## src/rtl/dcmac200g_vl_marker_loader_if.sv

```systemverilog
// AXI4-Lite write (and optional readback) channel bundle between the VL marker loader and the DCMAC interconnect.
// DCMAC_VL_LOADER_READBACK_EN adds the AR/R channels.
interface dcmac200g_vl_marker_loader_if #(
  parameter int ADDR_W = 32
);
  logic [ADDR_W-1:0] m_axi_awaddr;
  logic              m_axi_awvalid;
  logic              m_axi_awready;
  logic [31:0]       m_axi_wdata;
  logic [3:0]        m_axi_wstrb;
  logic              m_axi_wvalid;
  logic              m_axi_wready;
  logic [1:0]        m_axi_bresp;
  logic              m_axi_bvalid;
  logic              m_axi_bready;
`ifdef DCMAC_VL_LOADER_READBACK_EN
  logic [ADDR_W-1:0] m_axi_araddr;
  logic              m_axi_arvalid;
  logic              m_axi_arready;
  logic [31:0]       m_axi_rdata;
  logic [1:0]        m_axi_rresp;
  logic              m_axi_rvalid;
  logic              m_axi_rready;
`endif

  modport master (
    output m_axi_awaddr, m_axi_awvalid, m_axi_wdata, m_axi_wstrb, m_axi_wvalid, m_axi_bready,
    input  m_axi_awready, m_axi_wready, m_axi_bresp, m_axi_bvalid
`ifdef DCMAC_VL_LOADER_READBACK_EN
    , output m_axi_araddr, m_axi_arvalid, m_axi_rready
    , input  m_axi_arready, m_axi_rdata, m_axi_rresp, m_axi_rvalid
`endif
  );

  modport slave (
    input  m_axi_awaddr, m_axi_awvalid, m_axi_wdata, m_axi_wstrb, m_axi_wvalid, m_axi_bready,
    output m_axi_awready, m_axi_wready, m_axi_bresp, m_axi_bvalid
`ifdef DCMAC_VL_LOADER_READBACK_EN
    , input  m_axi_araddr, m_axi_arvalid, m_axi_rready
    , output m_axi_arready, m_axi_rdata, m_axi_rresp, m_axi_rvalid
`endif
  );
endinterface

```

## src/rtl/dcmac200g_vl_marker_loader.sv

```systemverilog
// Snapshots the 20 TX VL marker IDs plus VL lengths on start and writes them as 41 AXI4-Lite words.
// Optional macro DCMAC_VL_LOADER_READBACK_EN reads each word back and compares it after its B response.
module dcmac200g_vl_marker_loader #(
  parameter int          ADDR_W        = 32,
  parameter logic [31:0] BASE_ADDR     = 32'h0000_0000,
  parameter logic [31:0] MARKER_OFFSET = 32'h0000_0400,
  parameter logic [31:0] VL_LEN_OFFSET = 32'h0000_04A0
) (
  input  logic                                clk,
  input  logic                                rst,
  input  logic                                start,
  input  logic [1279:0]                       vl_marker_ids,
  input  logic [15:0]                         vl_length_100ge,
  input  logic [15:0]                         vl_length_200ge_400ge,
  output logic                                busy,
  output logic                                done,
  output logic                                error,
  output logic [5:0]                          err_index,
  dcmac200g_vl_marker_loader_if.master        axi
);

  localparam logic [5:0] LAST_K = 6'd40;

  typedef enum logic [2:0] {
    S_IDLE,
    S_ISSUE,
    S_RESP,
`ifdef DCMAC_VL_LOADER_READBACK_EN
    S_RD_ADDR,
    S_RD_DATA,
`endif
    S_DONE,
    S_ERR
  } state_t;

  state_t            state, state_next;
  logic [5:0]        k;
  logic [5:0]        k_inc;
  logic              aw_done, w_done;
  logic [ADDR_W-1:0] awaddr;
  logic [31:0]       wdata;
  logic [1279:0]     snap_markers;
  logic [31:0]       snap_len;
  logic              load_first, advance, finish_ok, finish_err;
  logic              aw_hs, w_hs, b_hs;

  function automatic logic [ADDR_W-1:0] addr_for(input logic [5:0] idx);
    logic [31:0] a;
    if (idx == LAST_K) a = BASE_ADDR + VL_LEN_OFFSET;
    else               a = BASE_ADDR + MARKER_OFFSET + {24'd0, idx, 2'b00};
    return ADDR_W'(a);
  endfunction

  // Marker N's low/high halves are words 2N/2N+1, so word idx is simply bits [32*idx +: 32].
  function automatic logic [31:0] word_for(input logic [5:0] idx, input logic [1279:0] markers,
                                           input logic [31:0] len_word);
    if (idx == LAST_K) return len_word;
    return markers[{idx, 5'b00000} +: 32];
  endfunction

  assign aw_hs = axi.m_axi_awvalid & axi.m_axi_awready;
  assign w_hs  = axi.m_axi_wvalid  & axi.m_axi_wready;
  assign b_hs  = axi.m_axi_bvalid  & axi.m_axi_bready;
  assign k_inc = k + 6'd1;

`ifdef DCMAC_VL_LOADER_READBACK_EN
  logic ar_hs, r_hs;
  assign ar_hs              = axi.m_axi_arvalid & axi.m_axi_arready;
  assign r_hs               = axi.m_axi_rvalid  & axi.m_axi_rready;
  assign axi.m_axi_araddr   = awaddr;
  assign axi.m_axi_arvalid  = (state == S_RD_ADDR);
  assign axi.m_axi_rready   = (state == S_RD_DATA);
`endif

  assign axi.m_axi_awaddr  = awaddr;
  assign axi.m_axi_wdata   = wdata;
  assign axi.m_axi_wstrb   = 4'hF;
  assign axi.m_axi_awvalid = (state == S_ISSUE) & ~aw_done;
  assign axi.m_axi_wvalid  = (state == S_ISSUE) & ~w_done;
  assign axi.m_axi_bready  = (state == S_RESP);

  always_comb begin
    state_next = state;
    load_first = 1'b0;
    advance    = 1'b0;
    finish_ok  = 1'b0;
    finish_err = 1'b0;
    case (state)
      S_IDLE: begin
        if (start) begin
          state_next = S_ISSUE;
          load_first = 1'b1;
        end
      end
      S_ISSUE: begin
        if ((aw_done | aw_hs) & (w_done | w_hs)) state_next = S_RESP;
      end
      S_RESP: begin
        if (b_hs) begin
          if (axi.m_axi_bresp != 2'b00) begin
            state_next = S_ERR;
            finish_err = 1'b1;
          end
`ifdef DCMAC_VL_LOADER_READBACK_EN
          else state_next = S_RD_ADDR;
`else
          else if (k == LAST_K) begin
            state_next = S_DONE;
            finish_ok  = 1'b1;
          end else begin
            state_next = S_ISSUE;
            advance    = 1'b1;
          end
`endif
        end
      end
`ifdef DCMAC_VL_LOADER_READBACK_EN
      S_RD_ADDR: begin
        if (ar_hs) state_next = S_RD_DATA;
      end
      S_RD_DATA: begin
        if (r_hs) begin
          if ((axi.m_axi_rresp != 2'b00) || (axi.m_axi_rdata != wdata)) begin
            state_next = S_ERR;
            finish_err = 1'b1;
          end else if (k == LAST_K) begin
            state_next = S_DONE;
            finish_ok  = 1'b1;
          end else begin
            state_next = S_ISSUE;
            advance    = 1'b1;
          end
        end
      end
`endif
      S_DONE:  state_next = S_IDLE;
      S_ERR:   state_next = S_IDLE;
      default: state_next = S_IDLE;
    endcase
  end

  // Status flips on the final response edge so done/error and the busy drop appear together.
  always_ff @(posedge clk) begin
    if (rst) begin
      state     <= S_IDLE;
      k         <= 6'd0;
      aw_done   <= 1'b0;
      w_done    <= 1'b0;
      busy      <= 1'b0;
      done      <= 1'b0;
      error     <= 1'b0;
      err_index <= 6'd0;
      awaddr    <= '0;
      wdata     <= 32'd0;
    end else begin
      state <= state_next;
      if ((state == S_ISSUE) && (state_next == S_ISSUE)) begin
        aw_done <= aw_done | aw_hs;
        w_done  <= w_done | w_hs;
      end else begin
        aw_done <= 1'b0;
        w_done  <= 1'b0;
      end
      if (load_first) begin
        busy      <= 1'b1;
        done      <= 1'b0;
        error     <= 1'b0;
        err_index <= 6'd0;
        k         <= 6'd0;
        awaddr    <= addr_for(6'd0);
        wdata     <= vl_marker_ids[31:0];
      end
      if (advance) begin
        k      <= k_inc;
        awaddr <= addr_for(k_inc);
        wdata  <= word_for(k_inc, snap_markers, snap_len);
      end
      if (finish_ok) begin
        busy <= 1'b0;
        done <= 1'b1;
      end
      if (finish_err) begin
        busy      <= 1'b0;
        error     <= 1'b1;
        err_index <= k;
      end
    end
  end

  always_ff @(posedge clk) begin
    if (load_first) begin
      snap_markers <= vl_marker_ids;
      snap_len     <= {vl_length_200ge_400ge, vl_length_100ge};
    end
  end

endmodule

```

## src/flat_wrapper.sv

```systemverilog
// flat-port wrapper written by rule: the top's interface ports become plain ports
module dcmac200g_vl_marker_loader_flat 
#(
  parameter int          ADDR_W        = 32,
  parameter logic [31:0] BASE_ADDR     = 32'h0000_0000,
  parameter logic [31:0] MARKER_OFFSET = 32'h0000_0400,
  parameter logic [31:0] VL_LEN_OFFSET = 32'h0000_04A0
)
  (clk, rst, start, vl_marker_ids, vl_length_100ge, vl_length_200ge_400ge, busy, done, error, err_index, axi_m_axi_awaddr, axi_m_axi_awvalid, axi_m_axi_wdata, axi_m_axi_wstrb, axi_m_axi_wvalid, axi_m_axi_bready, axi_m_axi_awready, axi_m_axi_wready, axi_m_axi_bresp, axi_m_axi_bvalid);
  dcmac200g_vl_marker_loader_if #(.ADDR_W(ADDR_W)) axi_i ();
  input  logic clk;
  input  logic rst;
  input  logic start;
  input  logic [1279:0] vl_marker_ids;
  input  logic [15:0] vl_length_100ge;
  input  logic [15:0] vl_length_200ge_400ge;
  output logic busy;
  output logic done;
  output logic error;
  output logic [5:0] err_index;
  output wire logic [$bits(axi_i.m_axi_awaddr)-1:0] axi_m_axi_awaddr;
  output wire logic [$bits(axi_i.m_axi_awvalid)-1:0] axi_m_axi_awvalid;
  output wire logic [$bits(axi_i.m_axi_wdata)-1:0] axi_m_axi_wdata;
  output wire logic [$bits(axi_i.m_axi_wstrb)-1:0] axi_m_axi_wstrb;
  output wire logic [$bits(axi_i.m_axi_wvalid)-1:0] axi_m_axi_wvalid;
  output wire logic [$bits(axi_i.m_axi_bready)-1:0] axi_m_axi_bready;
  input wire logic [$bits(axi_i.m_axi_awready)-1:0] axi_m_axi_awready;
  input wire logic [$bits(axi_i.m_axi_wready)-1:0] axi_m_axi_wready;
  input wire logic [$bits(axi_i.m_axi_bresp)-1:0] axi_m_axi_bresp;
  input wire logic [$bits(axi_i.m_axi_bvalid)-1:0] axi_m_axi_bvalid;
  assign axi_m_axi_awaddr = axi_i.m_axi_awaddr;
  assign axi_m_axi_awvalid = axi_i.m_axi_awvalid;
  assign axi_m_axi_wdata = axi_i.m_axi_wdata;
  assign axi_m_axi_wstrb = axi_i.m_axi_wstrb;
  assign axi_m_axi_wvalid = axi_i.m_axi_wvalid;
  assign axi_m_axi_bready = axi_i.m_axi_bready;
  assign axi_i.m_axi_awready = axi_m_axi_awready;
  assign axi_i.m_axi_wready = axi_m_axi_wready;
  assign axi_i.m_axi_bresp = axi_m_axi_bresp;
  assign axi_i.m_axi_bvalid = axi_m_axi_bvalid;
  dcmac200g_vl_marker_loader #(.ADDR_W(ADDR_W), .BASE_ADDR(BASE_ADDR), .MARKER_OFFSET(MARKER_OFFSET), .VL_LEN_OFFSET(VL_LEN_OFFSET)) u_core (.clk(clk), .rst(rst), .start(start), .vl_marker_ids(vl_marker_ids), .vl_length_100ge(vl_length_100ge), .vl_length_200ge_400ge(vl_length_200ge_400ge), .busy(busy), .done(done), .error(error), .err_index(err_index), .axi(axi_i));
endmodule
```

## config.mk

```make
export PLATFORM = sky130hd
export DESIGN_NAME = dcmac200g_vl_marker_loader_flat
export DESIGN_NICKNAME = d
export VERILOG_FILES = /design/src/rtl/dcmac200g_vl_marker_loader_if.sv /design/src/rtl/dcmac200g_vl_marker_loader.sv /design/src/flat_wrapper.sv
export SDC_FILE = /design/constraint.sdc
export NUM_CORES = 1
export LEC_CHECK = 0
export CORE_AREA = 2 2 546 548
export DETAILED_ROUTE_END_ITERATION = 8
export DIE_AREA = 0 0 548 550
export GPL_ROUTABILITY_DRIVEN = 0
export RECOVER_POWER = 50
export SYNTH_ARGS = -nofsm -noshare
export SYNTH_HDL_FRONTEND = slang
export SYNTH_SLANG_ARGS = --single-unit
```

## constraint.sdc

```tcl
create_clock -name clk -period 52.8 [get_ports clk]
set_clock_uncertainty 0.2 [all_clocks]
set_input_delay 10.56 -clock clk [delete_from_list [all_inputs] [get_ports clk]]
set_output_delay 10.56 -clock clk [all_outputs]
set_load 0.01 [all_outputs]
```

* After elaboration in Yosys (flattened, before gate mapping)
Cells that the tools add are included.
Storage, ports and cells: output and inout port bits 80, flip-flop bits (word level) 1396, word-level logic and storage cells 74, input bits 1320
Operators by class: add/subtract/negate cells 2, multiplexer cells 35, reduce and logical (&&, ||, !) cells 8, shifts and indexed selects 1, bitwise gates (word level) 11, equal/unequal tests 5
Operators by type and width (number):
- 1280-bit by 12-bit indexed part select with 32-bit output | 1
- 32-bit 2-to-1 mux | 7
- 1-bit 2-to-1 mux | 19
- 6-bit 2-to-1 mux | 3
- 11-bit by 8-bit adder with 12-bit output (first input constant) | 1
- 6-bit == test (second input constant) | 2
- 3-bit 2-to-1 mux | 4
- 3-bit one-hot mux with 3 select lines | 1
- 2-bit nonzero test | 4
- 6-bit by 1-bit adder with 6-bit output (second input constant) | 1
- 1-bit AND | 6
- 3-bit by 1-bit == test with 1-bit output (second input constant) | 2
- 3-bit by 2-bit == test with 1-bit output (second input constant) | 1
- 3-bit zero test | 1
- 1-bit inverter | 3
- 3-bit OR reduction | 1
- 2-bit 2-to-1 mux | 1
- 1-bit bitwise OR | 2
- 2-bit OR reduction | 1
- 1-bit logical AND | 1

* Depth between registers and ports, before layout
depth in word-level cells 11, depth in mapped cells 14, depth with buffers taken out 8

* Worst setup path after synthesis
Ideal clock, no wire load.
kind input -> register, start point in start, end point reg u_core.err_index[0], setup slack 23.454 ns, path buffers 2, library setup time 0.141 ns, data required time 52.459 ns, arrival 29.005 ns, cell stages on the path 6, cells stage by stage or4b_1 -> clkbuf_1 -> clkinv_1 -> buf_2 -> nor2_1 -> a22o_1
On the way: longest elaborated chain between the ends 3
RTL lines:
- start: declaration | RTL line flat_wrapper.sv:13 | input logic start;
- 1-bit 2-to-1 mux | RTL line dcmac200g_vl_marker_loader.sv:90 | if (start) begin
- 1-bit 2-to-1 mux | RTL line dcmac200g_vl_marker_loader.sv:88 | case (state)
- net u_core.load_first | RTL line dcmac200g_vl_marker_loader.sv:44 | logic load_first, advance, finish_ok, finish_err;
- 2-bit nonzero test (no line)
- end signal: assignment | RTL line dcmac200g_vl_marker_loader.sv:185 | err_index <= k;
- end: declaration | RTL line dcmac200g_vl_marker_loader.sv:18 | output logic [5:0] err_index,
The timed path passes the listed nets, and every way through them passes these cells. A chain may end at the register's enable or synchronous reset.

* Final worst setup path
start point in start, end point reg u_core.wdata[7] (netlist: u_core.axi.m_axi_wdata[7])
On the way: longest elaborated chain between the ends 3
RTL lines:
- 1-bit 2-to-1 mux | RTL line dcmac200g_vl_marker_loader.sv:90
- 1-bit 2-to-1 mux | RTL line dcmac200g_vl_marker_loader.sv:88
- 2-bit nonzero test (no line)
- end signal: assignment | RTL line dcmac200g_vl_marker_loader.sv:171 | wdata <= vl_marker_ids[31:0];
- end signal: assignment | RTL line dcmac200g_vl_marker_loader.sv:176 | wdata <= word_for(k_inc, snap_markers, snap_len);
- end: declaration | RTL line dcmac200g_vl_marker_loader.sv:41 | logic [31:0] wdata;
No other way between the ends.

==> metrics.txt <==
# TYPE chip_impl_metric gauge
chip_impl_metric{name="num_rows",unit=""} 200
chip_impl_metric{name="maximum_number_of_pins_on_one_net_before_global_route_repair",unit=""} 188
chip_impl_info{name="combinational_family_with_the_most_area_after_synthesis",value="multiplexers"} 1
chip_impl_info{name="path_common_cell",value="sky130_fd_sc_hd__buf_4"} 1
chip_impl_info{name="timing.setup.critical_path_class",value="input pin to flop"} 1
chip_impl_info{name="ctsRootBufferMaster",value="sky130_fd_sc_hd__clkbuf_16"} 1
chip_impl_metric{name="arrival",unit="ps"} 21110
chip_impl_info{name="crit_path_end_kind",value="flop"} 1
chip_impl_metric{name="globalRoute.totalOverflow",unit=""} 0
chip_impl_metric{name="port_buffers",unit=""} 1370
chip_impl_metric{name="cts_resized",unit=""} 0
chip_impl_metric{name="detail_route.iter0.violations",unit=""} 3145
chip_impl_metric{name="total_negative_slack_for_setup_checks",unit="ps"} 0
chip_impl_metric{name="synthSimpleGateAreaFrac",unit="%"} 2.66
chip_impl_metric{name="cts_buffers",unit=""} 165
chip_impl_metric{name="fmax",unit="GHz"} 0.0483
chip_impl_info{name="path_cells",value="dlygate4sd3_1 > or4b_1 > clkinvlp_2 > buf_4 > buf_4 > buf_4 > buf_4 > o211ai_1 > o21ai_0 > a222oi_1 > o31ai_1"} 1
chip_impl_metric{name="overall_routed_net_length",unit="um"} 256000
chip_impl_metric{name="antenna_found_initial",unit=""} 246
chip_impl_info{name="grt_most_used_layer",value="met2"} 1
chip_impl_metric{name="slew_viol_final",unit=""} 191
chip_impl_metric{name="initial_standard_cell_utilization_of_the_core",unit="%"} 17.8
chip_impl_metric{name="timing_hold_violations_final",unit=""} 0
chip_impl_metric{name="maximum_clock_path_buffer_count",unit=""} 4
chip_impl_info{name="cts_tree",value="built"} 1
chip_impl_metric{name="dr_total_vias",unit=""} 32669
chip_impl_metric{name="fraction_of_registers_with_async_set_reset",unit="%"} 0
chip_impl_metric{name="dp_cells",unit=""} 7758
chip_impl_metric{name="insertion_delay",unit="ps"} 850
chip_impl_metric{name="holdBufCountCts",unit=""} 0
chip_impl_metric{name="floorplan.die.height",unit="um"} 550
chip_impl_metric{name="xor_xnor_fraction_of_synth_area",unit="%"} 0.128
chip_impl_metric{name="post_synth_fa_ha_maj_area_fraction",unit="%"} 0.0474
chip_impl_metric{name="layout.nets",unit=""} 5308
chip_impl_metric{name="holdWs",unit="ps"} 255
chip_impl_metric{name="finalWorstSetupSlack",unit="ps"} 32110
chip_impl_metric{name="finalSetupViolations",unit=""} 0
chip_impl_metric{name="synth_compound_gate_area_share",unit="%"} 3.24
chip_impl_metric{name="tritoncts_num_sinks",unit=""} 1370
chip_impl_metric{name="worst_ir_drop_vdd",unit="mV"} 0.0254
chip_impl_metric{name="synthesis.area_per_instance",unit="sq um"} 20.8
chip_impl_metric{name="via_count_of_the_first_global_routing_pass",unit=""} 33781
chip_impl_metric{name="dp_hpwl",unit="um"} 203000
chip_impl_metric{name="timing.critical_path.slowest_cell_delay",unit="ps"} 4870
chip_impl_metric{name="fillerInstances",unit=""} 29874
chip_impl_metric{name="synthesis.area",unit="sq um"} 52700
chip_impl_metric{name="layout.core_utilization",unit="%"} 26.0
chip_impl_metric{name="ys_seq_elements",unit=""} 1370
chip_impl_metric{name="final_antenna_violating_net_count",unit=""} 0
chip_impl_info{name="timing.critical_path.from_type",value="input pin"} 1
chip_impl_info{name="leading_register_cell_type_out_of_synthesis",value="sky130_fd_sc_hd__edfxtp_1"} 1
chip_impl_metric{name="drt-wirelength-per-cell",unit="um"} 31.2
chip_impl_metric{name="groute.usage.overall",unit="%"} 16.4
chip_impl_metric{name="max_slew.worst_pin.slew",unit="ps"} 6630
chip_impl_metric{name="power_per_cell_area",unit="nW/um^2"} 34.2
chip_impl_metric{name="gr-usage-met2",unit="%"} 29.3
chip_impl_metric{name="critical_path.max_fanout",unit=""} 152
chip_impl_metric{name="clkTransAtPathRegs",unit="ps"} 60
chip_impl_metric{name="cts_post_setup_buffers_inserted",unit=""} 0
chip_impl_info{name="min-delay-path-class",value="flop to flop"} 1
chip_impl_metric{name="required",unit="ps"} 53230
chip_impl_metric{name="fp.dieArea",unit="sq um"} 301000
chip_impl_metric{name="pre_cts_worst_setup_slack",unit="ps"} 36000
chip_impl_metric{name="synth.yosys.warnings",unit=""} 0
chip_impl_metric{name="syn_inst",unit=""} 2533
chip_impl_metric{name="fin_crit",unit="ps"} 20690
chip_impl_metric{name="yosys-mux-area-fraction",unit="%"} 14.9
chip_impl_metric{name="grt_first_pass_wirelength",unit="um"} 326000
chip_impl_metric{name="fin_total_pwr",unit="mW"} 2.62
chip_impl_info{name="violations",value="max-capacitance violations, max-slew violations"} 1
chip_impl_metric{name="globalRouteMet1Util",unit="%"} 18.4
chip_impl_metric{name="chipWidth",unit="um"} 548
chip_impl_metric{name="number_of_detailed_route_iterations_in_the_first_pass",unit=""} 8
chip_impl_metric{name="placement.cell_area",unit="sq um"} 71200
chip_impl_metric{name="area_delta_synth_final",unit="%"} 45.7
chip_impl_metric{name="final_area",unit="sq um"} 76800
chip_impl_metric{name="static-leakage-power",unit="nW"} 24.7
chip_impl_metric{name="max_cap_violation_count",unit=""} 2
chip_impl_metric{name="yosys.cell_types.count",unit=""} 59
chip_impl_metric{name="final_cycle_utilization_of_the_critical_path",unit="%"} 39.2
chip_impl_metric{name="max-slew-margin-rel",unit="%"} -344
chip_impl_metric{name="yosysSeqAreaShare",unit="%"} 76.9
chip_impl_info{name="rsz0062_at_grt",value="no"} 1
chip_impl_metric{name="drive_above_1_share",unit="%"} 16.3
chip_impl_info{name="outcome",value="finished, violations left"} 1
chip_impl_metric{name="core",unit="sq um"} 296000
chip_impl_metric{name="synth_enable_flop_cells",unit=""} 1312
chip_impl_info{name="critical-path-slowest-cell",value="sky130_fd_sc_hd__clkinvlp_2"} 1
chip_impl_metric{name="grtUsageMet3",unit="%"} 4.73
chip_impl_metric{name="io_pins",unit=""} 1400
chip_impl_metric{name="vias_per_cell",unit=""} 3.98
chip_impl_metric{name="post-route-drc-count",unit=""} 0
chip_impl_metric{name="finalNonFillerCells",unit=""} 8205
chip_impl_metric{name="clock_tree.htree_level_count",unit=""} 4
==> path summary, 6_finish.rpt <==
check	slack, ps	from	cells after the start	endpoint
max	32110	start	11	u_core.axi.m_axi_wdata[7]
min	260	u_core.axi.m_axi_awaddr[7]	2	u_core.axi.m_axi_awaddr[7]
max reg2reg	41980	u_core.state[2]	10	u_core.axi.m_axi_wdata[7]
min reg2reg	260	u_core.axi.m_axi_awaddr[7]	2	u_core.axi.m_axi_awaddr[7]
==> layer usage <==
metal,share of wire (%),up-vias
li1,-,13534
met1,37,16627
met2,51,1891
met3,8.2,539
met4,4.3,78
met5,0.20,-
==> registers in the layout (all words and copies together), names as in the netlist <==
name                     flops
u_core.w_done                1
u_core.k                     6
u_core.axi.m_axi_wdata      32
u_core.snap_len             32
u_core.busy                  1
u_core.state                 3
u_core.axi.m_axi_awaddr      6
u_core.error                 1
u_core.done                  1
u_core.aw_done               1
u_core.snap_markers       1280
u_core.err_index             6
==> synthesized netlist by cell type, types with 12 or more instances <==
master	number	area, sq um
sky130_fd_sc_hd__a21oi_1	12	60.1
sky130_fd_sc_hd__inv_1	34	128
sky130_fd_sc_hd__o211ai_1	31	233
sky130_fd_sc_hd__mux2i_1	33	330
sky130_fd_sc_hd__a222oi_1	31	310
sky130_fd_sc_hd__buf_2	57	285
sky130_fd_sc_hd__nand2_1	237	890
sky130_fd_sc_hd__nor2_1	25	93.8
sky130_fd_sc_hd__mux4_2	318	7160
sky130_fd_sc_hd__o31ai_1	31	233
sky130_fd_sc_hd__nand3_1	34	170
sky130_fd_sc_hd__edfxtp_1	1312	39400
sky130_fd_sc_hd__o21ai_0	61	305
sky130_fd_sc_hd__buf_4	45	338
sky130_fd_sc_hd__clkbuf_1	52	195
sky130_fd_sc_hd__dfxtp_1	58	1160
sky130_fd_sc_hd__a32o_1	31	310
sky130_fd_sc_hd__mux2_2	33	372
==> cells by family after synthesis <==
| family | count (synthesis) |
|---|---|
| flops | 1370 |
| mux | 384 |
| simple gates | 327 |
| compound gates | 230 |
| buf+inv | 212 |
| xor+xnor | 6 |
| fa+ha+maj | 2 |
| other cells | 2 |
==> layout make-up <==
type                            count  area (sq um)  area share (%)
Clock buffer                      207          4360            5.67
Multi-Input combinational cell    978         11300            14.7
Antenna cell                      148           370           0.482
Inverter                           37           140           0.182
Clock inverter                     92           942            1.23
Sequential cell                  1370         40600            52.8
Timing Repair Buffer             1434         14200            18.5
Tap cell                         3939          4930            6.42
==> cells in the final DEF (no fill, tap or decap), drive strengths merged, types with 7 or more instances in the layout <==
cell           count
nor2              25
inv               48
a222oi            31
o211ai            31
a32o              31
edfxtp          1312
o21ai             68
bufinv            12
clkdlybuf4s50     55
mux2i             33
conb              29
clkbuf           209
nand2            237
mux2              33
diode            148
nand3             36
mux4             318
a21oi             12
clkinv            58
o31ai             31
dfxtp             58
dlygate4sd3     1315
clkinvlp          11
nor3               7
buf               62
==> power by group <==
part / leakage, nW / internal, mW / total [mW] / switching [mW]
clock network: 2.56 / 0.651 / 1.13 / 0.483
logic: 9.08 / 0.0957 / 0.182 / 0.0867
registers: 13.0 / 1.28 / 1.31 / 0.0279
total: 24.7 / 2.03 / 2.62 / 0.597
==> critical path: cells and delay by family <==
| kind | cells | cell delay, ps |
|---|---|---|
| compound gates | 4 | 790 |
| buf+inv | 6 | 9080 |
| simple gates | 1 | 320 |
(Power assumes the default switching activity.)
